===== src/rtl/fetch_ifid_ctrl.sv =====
// Fetch control and IF/ID pipeline register.
// Owns the PC, honours stall/flush, and drains HLT into a sticky halt.
module fetch_ifid_ctrl #(
   parameter int unsigned PC_W      = 16,
   parameter int unsigned INSTR_W   = 16,
   parameter logic [PC_W-1:0]    RESET_PC  = 16'h0000,
   parameter logic [3:0]         HALT_OP   = 4'hF,
   parameter logic [INSTR_W-1:0] NOP_INSTR = 16'h0000
) (
   input  logic               clk,
   input  logic               rst_n,
   input  logic               stall,
   input  logic               flush,
   input  logic [PC_W-1:0]    branch_target,
   input  logic [INSTR_W-1:0] imem_instr,
   output logic [PC_W-1:0]    pc_out,
   output logic [INSTR_W-1:0] ifid_instr,
   output logic [PC_W-1:0]    ifid_pc_plus2,
   output logic               ifid_valid,
   output logic [3:0]         ifid_rs,
   output logic [3:0]         ifid_rt,
   output logic               halted
);

   typedef enum logic [1:0] {
      RUN,
      HALT_PEND,
      HALTED
   } state_t;

   state_t state;

   logic [PC_W-1:0] pc_next;
   logic            is_hlt;

   assign pc_next = pc_out + PC_W'(2);
   assign is_hlt  = (imem_instr[15:12] == HALT_OP);

   assign ifid_rs = ifid_instr[7:4];
   assign ifid_rt = ifid_instr[3:0];

   // ifid_pc_plus2 is left untouched on bubbles; it is only meaningful when valid.
   always_ff @(posedge clk) begin
      if (!rst_n) begin
         state         <= RUN;
         pc_out        <= RESET_PC;
         ifid_instr    <= NOP_INSTR;
         ifid_pc_plus2 <= '0;
         ifid_valid    <= 1'b0;
         halted        <= 1'b0;
      end else begin
         unique case (state)
            RUN: begin
               if (flush) begin
                  pc_out     <= branch_target;
                  ifid_instr <= NOP_INSTR;
                  ifid_valid <= 1'b0;
               end else if (!stall) begin
                  ifid_instr    <= imem_instr;
                  ifid_pc_plus2 <= pc_next;
                  ifid_valid    <= 1'b1;
                  if (is_hlt) begin
                     state <= HALT_PEND;
                  end else begin
                     pc_out <= pc_next;
                  end
               end
            end
            HALT_PEND: begin
               if (flush) begin
                  pc_out     <= branch_target;
                  ifid_instr <= NOP_INSTR;
                  ifid_valid <= 1'b0;
                  state      <= RUN;
               end else if (!stall) begin
                  ifid_instr <= NOP_INSTR;
                  ifid_valid <= 1'b0;
                  state      <= HALTED;
                  halted     <= 1'b1;
               end
            end
            HALTED: begin
               halted <= 1'b1;
            end
            default: begin
               state <= RUN;
            end
         endcase
      end
   end

endmodule


===== config.mk =====
export PLATFORM = sky130hd
export DESIGN_NAME = fetch_ifid_ctrl
export DESIGN_NICKNAME = d
export VERILOG_FILES = /design/src/rtl/fetch_ifid_ctrl.sv
export SDC_FILE = /design/constraint.sdc
export NUM_CORES = 1
export LEC_CHECK = 0
export BUFFER_PORTS_ARGS = -buffer_cell sky130_fd_sc_hd__buf_2
export CORE_ASPECT_RATIO = 1.1
export CORE_MARGIN = 5
export CORE_UTILIZATION = 50
export DETAILED_ROUTE_END_ITERATION = 10
export PLACE_DENSITY = 0.82
export SETUP_SLACK_MARGIN = 0.05
export SLEW_MARGIN = 20
export SYNTH_ARGS = -nofsm -noshare
export SYNTH_HDL_FRONTEND = slang
export SYNTH_SLANG_ARGS = --single-unit
export TNS_END_PERCENT = 10

===== constraint.sdc =====
create_clock -name clk -period 3.5 [get_ports clk]
set_clock_uncertainty 0.05 [all_clocks]
set_input_delay 0.175 -clock clk [delete_from_list [all_inputs] [get_ports clk]]
set_output_delay 0.175 -clock clk [all_outputs]
set_load 0.01 [all_outputs]

==> results.md, run 1 <==
* Status: finished, final reports clean
* Max-cap check violation count at 0
* Pre-CTS setup slack at ~1300 ps
* CTS tree: built
* Routability cong. at ~0.8
* Worst Path Required at approximately 3600 ps
* Vias in the first global route at ~2200
* # rows at 26
* Mapped cell area at 0.00240 mm²
* FFs w/ async S/R, synth at 0
* DP HPWL at 4.62 mm
* Largest net degree at the start of global routing at 48
* # resized after CTS at 0
* Antenna cell count at 0
* Seq/Total Area, Yosys at 0.433
* Die Y at a little over 80 µm
* Hold Crit Class: in2reg
* CP Class: reg2reg
* Worst setup margin at about 1300 ps
* Top FF cell, synth: dfxtp_1
* Post-DP Area at approximately 0.0028 mm²
* Final Instance Area at approximately 0.0029 mm²
* IO Port Bufs at a little over 90
* # IOs at between 90 and 100
* Initial core utilization at 0.517
* Max Clock Freq at 0.450 GHz
* Worst Setup Start Kind: flop
* Sink Count at 52
* Library cells used by synthesis at 43
* Area delta synth->final at 20.4%
* Crit end category: flop
* Final setup viols at 0
* Total Nets Final at 387
* Post-Syn Instances at 280
* 1st-iter DRT viols at between 200 and 250
* Power, Total at 1170 µW
* Actual slew at the worst max-slew pin at 799 ps
* Drt wl/cell at around 16 µm
* Ys Warns at 0
* Via density at about 5.8
* TritonCTS buffer count at 5
* Commonest non-fill, non-tap cell in the layout: buf_2
* Worst EP arrival at ~2400 ps
* Post-synth EDFFs at 0
* Initial antenna violation count at 0
* WL final at ~6.5 mm
* Slew Viols, Final at 0
* Share of cells above drive strength 1 at 0.313
* Die ar. at 0.00630 mm²
* Max IR drop VDD at about 0.00018 V
* Period minus WS final at approximately 2200 ps
* Core ar. at roughly 0.0047 mm²
* Tcrit/Tclk final at 0.635
* # DRC at 0
* Endpoints failing hold at 0
* Setup Buffers After CTS at 0
* Root Buffer: clkbuf_8
* Clock Path Buffers at 2
* Synthesized area per cell at 8.59 µm²
* First-pass detailed-route iteration total at 5
* Power density cells at 405 mW/mm²
* Max Fanout on Critical Path at 13
* # hold bufs at CTS at 0
* Yosys reg bits at 52
* Post-route ant nets at 0
* Reg clk slew, reported paths at around 90 ps
* Die W at around 76 µm
* Skew-Pair Late Insertion Delay at 310 ps
* Leakage at between 0.001 and 0.0015 µW
* Slew headroom at 0.466
* Most frequent cells in the layout: buf_2, dfxtp_1, nor2_1
* Setup TNS at 0 ps
* RSZ-0062 raised after global routing: false
* Vias at between 2000 and 2500
* Total Routing Usage GR at 0.205
* First-pass GRT wire length at 10.7 mm
* Syn_nets at 317
* GRT overflow at 0
* H-tree depth at 2
* Final Util at 0.622
==> layer usage <==
| layer | global-route usage | routed length (µm) |
|---|---|---|
| met1 | 0.272 | 2740 |
| met2 | 0.323 | 3080 |
| met3 | 0.0586 | 552 |
| met4 | 0.0682 | 79 |
| met5 | 0 | 0 |
==> power breakdown <==
part	switching, µW	internal, µW	total (µW)
Clock	194	142	336
Sequential	31.0	623	654
Combinational	105	78.7	184
Total	329	844	1170
==> final timing paths <==
| kind | start | end | slack, ps | cells past startpoint |
|---|---|---|---|---|
| max reg2reg | state[0] | pc_out[9] | 1280 | 5 |
| min reg2reg | halted | halted | 430 | 1 |
| min | imem_instr[7] | ifid_instr[7] | 60 | 3 |
| max | state[0] | pc_out[9] | 1280 | 5 |
==> final cells by class <==
| class | instances | area (µm²) |
|---|---|---|
| clock buffer | 6 | 72.6 |
| multi-input combinational | 187 | 1170 |
| sequential | 52 | 1040 |
| timing repair buffer | 98 | 503 |
| tap | 56 | 70.1 |
| fill | 413 | 1760 |
| inverter | 6 | 22.5 |
| clock inverter | 2 | 16.3 |
==> cells by family after synthesis <==
group	after synthesis	share of synthesized area
AO/OA/AOI/OAI	90	0.257
AND/OR/NAND/NOR	81	0.166
flip-flops	52	0.433
buffers and inverters	41	0.0832
XOR/XNOR	13	0.0473
multiplexers	2	0.00832
adder cells (fa/ha/maj)	1	0.00520
==> flip-flops by register name, indices dropped and copies added, names as in the netlist <==
register / count
ifid_instr: 16
pc_out: 16
ifid_pc_plus2: 16
halted: 1
ifid_valid: 1
state: 2
==> critical path, stage by stage (launching register included) <==
cell      delay (ps)
dfxtp_1          420
nor2b_1          670
or2_0            410
buf_4            240
or4_4            160
o221ai_1         130
==> cells in the mapped netlist, drive strengths merged (2+ instances only) <==
cell,number,area share
mux2i,2,0.0083
o21a,2,0.0062
or3,3,0.0078
nor4,7,0.018
o32ai,7,0.025
nand4,4,0.010
buf,19,0.048
o31a,3,0.011
xnor2,10,0.036
nand3,12,0.027
nor3,6,0.012
o221ai,5,0.018
nor2,26,0.041
or4,2,0.0078
or2,3,0.0078
inv,5,0.0078
a211oi,12,0.037
a22oi,18,0.056
o211ai,5,0.016
nand2,13,0.020
a21oi,16,0.033
dfxtp,52,0.43
a2111oi,2,0.0073
xor2,3,0.011
clkbuf,16,0.025
o21ai,16,0.033
==> through the flow <==
stage	hold WS [ps]	std cells
finish	59.7	407
global route	63.4	407
CTS	59.3	407
detailed placement	382	399
global placement	373	399
floorplan	287	280
No activity file was read; power rests on OpenSTA's default activity.
==> inputs of run 2 (changes only) <==
--- a/config.mk
+++ b/config.mk
@@ -5,12 +5,13 @@
 export SDC_FILE = /design/constraint.sdc
 export NUM_CORES = 1
 export LEC_CHECK = 0
+export ABC_AREA = 1
 export BUFFER_PORTS_ARGS = -buffer_cell sky130_fd_sc_hd__buf_2
 export CORE_ASPECT_RATIO = 1.1
 export CORE_MARGIN = 5
-export CORE_UTILIZATION = 50
+export CORE_UTILIZATION = 44
 export DETAILED_ROUTE_END_ITERATION = 10
-export PLACE_DENSITY = 0.82
+export PLACE_DENSITY = 0.75
 export SETUP_SLACK_MARGIN = 0.05
 export SLEW_MARGIN = 20
 export SYNTH_ARGS = -nofsm -noshare
==> constraint.sdc (replaced) <==
create_clock -name clk -period 1.9 [get_ports clk]
set_clock_uncertainty 0.05 [all_clocks]
set_input_delay 0.095 -clock clk [delete_from_list [all_inputs] [get_ports clk]]
set_output_delay 0.095 -clock clk [all_outputs]
set_load 0.01 [all_outputs]
==> results.md, run 2 <==
* Tcrit/Tclk final at 0.836
* Status: finished, final reports clean
* Slew headroom at 0.578
* Yosys reg bits at between 50 and 60
* H-tree depth at 2
* Core ar. at ~0.0057 mm²
* Post-Syn Instances at ~370
* Vias in the first global route at 2444
* Setup TNS at 0 ps
* Reg clk slew, reported paths at 90 ps
* # resized after CTS at 0
* GRT overflow at 0
* Post-synth EDFFs at 0
* Mapped cell area at roughly 0.0025 mm²
* Filler cells at between 500 and 600
* 1st-iter DRT viols at between 100 and 150
* # DRC at 0
* Switching pwr at about 690 µW
* Area delta synth->final at 27.9%
* Skew-Pair Late Insertion Delay at 300 ps
* Actual slew at the worst max-slew pin at 632 ps
* Initial antenna violation count at 0
* Post-route ant nets at 0
* Crit path buffers/inverters at 0
* Root Buffer: clkbuf_8
* Synth top area share at 0.408
* # hold bufs at CTS at 17
* Total Routing Usage GR at 0.187
* Placed insts at between 500 and 600
* Ys Warns at 0
* Grt peak-use layer: met2
* Logic pwr share at 0.187
* Post-synth top cells: nand2_1, nor2_1, dfxtp_1
* Clock Path Buffers at 2
* Leakage at around 0.0016 µW
* Worst setup margin at approximately 310 ps
* TritonCTS buffer count at 5
* Largest net degree at the start of global routing at 23
* Count leader, synth: nand2_1
* Top flop regs: ifid_instr x16, ifid_pc_plus2 x16, pc_out x16
* Hold Crit Class: in2reg
* Share of cells above drive strength 1 at 0.282
* Routability cong. at approximately 0.83
* Worst EP arrival at between 1500 and 2000 ps
* Power density cells at 745 mW/mm²
* Area of the multi-input gates at about 0.0012 mm²
* Die W at between 80 and 90 µm
* Vias at 2632
* Crit end category: flop
* Most frequent cells in the layout: buf_2, nand2_1, nor2_1
* Reg power frac at 0.504
* Final setup viols at 0
* Period minus WS final at around 1600 ps
* RSZ-0062 raised after global routing: false
* Slew Viols, Final at 0
* Synthesized area per cell at a little under 7 µm²
* Antenna cell count at 0
* CP delay by family, top: simple AND/OR/NAND/NOR gates
* IO Port Bufs at 93
* Clock power frac at 0.309
* Finished Layout Cells at roughly 550
* Net Sw Frac at 0.283
* Syn_nets at between 400 and 500
* Worst Setup Start Kind: flop
* GR Layer Usage met2 at 0.311
* Grt met3 use at 0.0440
* Commonest non-fill, non-tap cell in the layout: buf_2
* Max-cap check violation count at 0
* Worst Path Required at approximately 2100 ps
* Drt wl/cell at 12.8 µm
* First-pass detailed-route iteration total at 4
* Top FF cell, synth: dfxtp_1
* Total Nets Final at just over 500
* Pre-CTS setup slack at 319 ps
* Critical path cell sequence: ha_1 > nand2_1 > nor2_1 > nand2_1 > xor2_1 > nand2_1 > a21oi_1
* Via density at 4.83
* Max Clock Freq at about 0.63 GHz
* Setup Buffers After CTS at 0
* Endpoints failing hold at 0
* Library cells used by synthesis at 27
* Internal at between 1500 and 2000 µW
* Die ar. at 0.00742 mm²
* Cell taking the most area after synthesis: dfxtp_1
* Initial core utilization at 0.448
* Slowest CP cell: dfxtp_1
* Reg area at 0.00104 mm²
* FFs w/ async S/R, synth at 0
* Crit-path most repeated cell: nand2_1
* Seq/Total Area, Yosys at 0.408
* WL final at around 6.9 mm
* Max Fanout on Critical Path at 7
* Worst path max stage delay at between 400 and 500 ps
* Grt met1 use at 0.229
* First-pass GRT wire length at around 11 mm
* CP Class: reg2reg
* # rows at 29
* Max IR drop VDD at around 0.00038 V
* Largest cells by area after synthesis: dfxtp_1, nand2_1, nor2_1, a21oi_1, o21ai_0
* # IOs at 94
* Final Util at 0.572
* CTS tree: built
* DP HPWL at just under 5 mm
* Die Y at roughly 90 µm
* Sink Count at 52
==> run 2: cell count changes after synthesis, sizes merged, moves of 10 or more <==
| cell | previous run | this run |
|---|---|---|
| xnor2 | 10 | 0 |
| a21oi | 16 | 32 |
| clkbuf | 16 | 5 |
| a22oi | 18 | 2 |
| a211oi | 12 | 0 |
| inv | 5 | 39 |
| nor2 | 26 | 72 |
| nand2 | 13 | 86 |
| o21ai | 16 | 32 |
==> run 2: worst register-to-register path: cells and delay by family (launching register included) <==
kind | cells | cell delay (ps)
XOR/XNOR | 1 | 170
adder cells (fa/ha/maj) | 1 | 250
AND/OR/NAND/NOR | 4 | 510
AO/OA/AOI/OAI | 1 | 120
flip-flops | 1 | 440
==> run 2: logic make-up (layout without fill, tap and decap cells) <==
| group | count (synthesis) | count (layout) | synth area share |
|---|---|---|---|
| AO/OA/AOI/OAI | 68 | 68 | 0.146 |
| flip-flops | 52 | 52 | 0.408 |
| buffers and inverters | 64 | 163 | 0.127 |
| adder cells (fa/ha/maj) | 1 | 1 | 0.00491 |
| AND/OR/NAND/NOR | 177 | 177 | 0.290 |
| XOR/XNOR | 7 | 7 | 0.0240 |
==> run 2: stage by stage <==
| step | hold slack (ps) | total power, µW | cell area, µm² |
|---|---|---|---|
| floorplan | 180 | 1520 | 2550 |
| global placement | 275 | 1670 | 2980 |
| detailed placement | 284 | 1680 | 2980 |
| CTS | 50.8 | 2460 | 3260 |
| global route | 75.9 | 2560 | 3260 |
| finish | 53.9 | 2430 | 3260 |
==> run 2: path summary, 6_finish.rpt <==
check / from / endpoint / slack [ps] / depth (start not counted)
worst max-delay path: pc_out[1] / pc_out[9] / 310 / 7
worst min-delay path: branch_target[10] / pc_out[10] / 50 / 3
worst max register to register: pc_out[1] / pc_out[9] / 310 / 7
worst min register to register: halted / halted / 410 / 2
==> run 2: cell type report <==
cell class              count  area share
repair buffers            116       0.209
inverters                  39      0.0449
flip-flops and latches     52       0.319
clock inverters             3      0.0130
clock buffers               5      0.0211
well taps                  77      0.0295
multi-input cells         253       0.363
==> run 2: power by group through the flow <==
stage               registers, µW  logic [µW]  clock network [µW]
floorplan                    1270         248                   0
global placement             1250         421                   0
detailed placement           1250         426                   0
CTS                          1220         455                 778
global route                 1240         510                 819
finish                       1230         454                 750
==> run 2: metal layers <==
| metal | part of all wire | up-vias |
|---|---|---|
| met2 | 0.49 | 96 |
| li1 | - | 1343 |
| met5 | 0 | - |
| met1 | 0.42 | 1173 |
| met3 | 0.067 | 20 |
| met4 | 0.024 | 0 |
==> inputs of run 3 (changes only) <==
--- a/config.mk
+++ b/config.mk
@@ -9,9 +9,9 @@
 export BUFFER_PORTS_ARGS = -buffer_cell sky130_fd_sc_hd__buf_2
 export CORE_ASPECT_RATIO = 1.1
 export CORE_MARGIN = 5
-export CORE_UTILIZATION = 44
+export CORE_UTILIZATION = 49
 export DETAILED_ROUTE_END_ITERATION = 10
-export PLACE_DENSITY = 0.75
+export PLACE_DENSITY = 0.79
 export SETUP_SLACK_MARGIN = 0.05
 export SLEW_MARGIN = 20
 export SYNTH_ARGS = -nofsm -noshare
==> constraint.sdc (replaced) <==
create_clock -name clk -period 1.6 [get_ports clk]
set_clock_uncertainty 0.05 [all_clocks]
set_input_delay 0.08 -clock clk [delete_from_list [all_inputs] [get_ports clk]]
set_output_delay 0.08 -clock clk [all_outputs]
set_load 0.01 [all_outputs]
==> results.md, run 3 (synthesis gave the netlist of run 2 again) <==
* Status: finished, final reports clean
* Slew Viols, Final at 0
* Hold Crit Class: in2reg
* Power density cells at approximately 880 mW/mm²
* Reg clk slew, reported paths at about 90 ps
* H-tree depth at 2
* Hold_sp: imem_instr[14]
* Most frequent cells in the layout: buf_2, nand2_1, nor2_1
* RSZ-0062 raised after global routing: true
* WL final at approximately 6.9 mm
* Hold path cells at 3
* # DRC at 0
* Initial core utilization at 0.507
* Final Instance Area at 0.00328 mm²
* Max IR drop VDD at 0.000523 V
* Period minus WS final at about 1400 ps
* Largest net degree at the start of global routing at 26
* # rows at 27
* Die W at a little under 80 µm
* Reg2Reg Launch Point: pc_out[5]
* CP Class: in2reg
* Final Util at 0.652
* 1st-iter DRT viols at 92
* Vias in the first global route at about 2600
* First-pass GRT wire length at between 10 and 15 mm
* Max Fanout on Critical Path at 12
* TritonCTS buffer count at 5
* Slew headroom at 0.709
* Via density at 5.05
* FF-to-FF setup slack at between 150 and 200 ps
* Root Buffer: clkbuf_8
* Reg2Reg Depth at 6
* Die Y at roughly 86 µm
* Finished Layout Cells at between 500 and 600
* Die ar. at 0.00675 mm²
* Routability cong. at ~0.94
* Commonest non-fill, non-tap cell in the layout: buf_2
* Share of cells above drive strength 1 at 0.291
* Drt wl/cell at 13.0 µm
* First-pass detailed-route iteration total at 5
* Power, Total at roughly 2900 µW
* Post-route ant nets at 0
* Total Routing Usage GR at 0.209
* IO Port Bufs at a little over 90
* Post-DP Area at approximately 0.003 mm²
* CTS tree: built
* Endpoints failing hold at 0
* Setup TNS at 0 ps
* Sink Count at 52
* Skew-Pair Late Insertion Delay at ~300 ps
* Antenna cell count at 0
* WHS Endpoint: ifid_instr[14]
* # IOs at between 90 and 100
* R2r endpoint: pc_out[8]
* Initial antenna violation count at 0
* Total Nets Final at ~510
* Worst Setup Start Kind: primary input
* Placed insts at approximately 500
* Max Clock Freq at 0.694 GHz
* Worst Path Required at 1750 ps
* DP HPWL at 4.93 mm
* Crit end category: flop
* Leakage at between 0.0015 and 0.002 µW
* Final setup viols at 0
* Max-cap check violation count at 0
* Tcrit/Tclk final at 0.900
* Setup Buffers After CTS at 0
* Actual slew at the worst max-slew pin at about 440 ps
* Area delta synth->final at 28.8%
* Core ar. at 0.00503 mm²
* Vias at 2671
* Top flop regs: ifid_instr x16, ifid_pc_plus2 x16, pc_out x16
* Clock Path Buffers at 2
* Worst EP arrival at 1590 ps
* GRT overflow at 0
run 3: cell types whose count changed in the layout (fill, tap and decap cells not counted):
cell	before	now
nor2_1	60	59
clkbuf_1	0	1
buf_12	0	1
buf_6	0	1
dfxtp_1	52	51
nor2_4	1	3
nor2_2	11	10
dlygate4sd3_1	17	16
buf_4	6	8
dfxtp_2	0	1
clkinvlp_4	1	0
run 3: power by group:
group          switching, µW  leakage (µW)  total (µW)  internal [µW]
registers               73.7      0.000429        1450           1380
clock network            421     0.0000552         886            465
logic                    319       0.00117         558            238
total                    814       0.00166        2900           2080
run 3: worst max-delay path by stage:
stage | from | endpoint | slack, ps | cells past startpoint
6_report | imem_instr[12] | pc_out[14] | 160 | 8
5_1_grt | pc_out[2] | ifid_pc_plus2[13] | 10 | 8
4_1_cts | pc_out[2] | pc_out[9] | 70 | 7
3_5_place_dp | pc_out[2] | pc_out[9] | 7 | 7
3_3_place_gp | pc_out[2] | ifid_pc_plus2[9] | 130 | 7
2_1_floorplan | pc_out[1] | ifid_pc_plus2[9] | 130 | 7
run 3: through the flow:
stage,setup slack (ps),hold slack (ps)
4_1_cts,68.7,8.62
3_5_place_dp,7.12,286
3_3_place_gp,134,266
2_1_floorplan,133,165
6_report,160,11.1
5_1_grt,13.9,28.5
run 3: final cells by class:
cell class              instances  area [µm²]
fillers                       444        1750
repair buffers                119         717
well taps                      58        72.6
clock buffers                   6        72.6
flip-flops and latches         52        1040
inverters                      39         146
clock inverters                 2        35.0
multi-input cells             253        1200
run 3: critical path, stage by stage:
cell	delay, ps
dlygate4sd3_1	530
buf_2	120
nand4_1	150
nand2_1	180
nand2_4	120
buf_4	180
o21ai_0	190
a21oi_2	40
run 3: timing repair:
item | 4_1_cts | 5_1_grt
gates resized for setup | 1 | 4
endpoints found under the setup margin | 3 | 17
hold endpoints to repair | 16 | 0
hold buffers | 16 | 0
run 3: layer usage:
layer | vias up | track usage | wire (µm)
met4 | 0 | 0.0509 | 60
met3 | 8 | 0.0483 | 589
met1 | 1204 | 0.258 | 2880
met2 | 106 | 0.369 | 3370
li1 | 1353 | - | -
met5 | - | 0 | 0
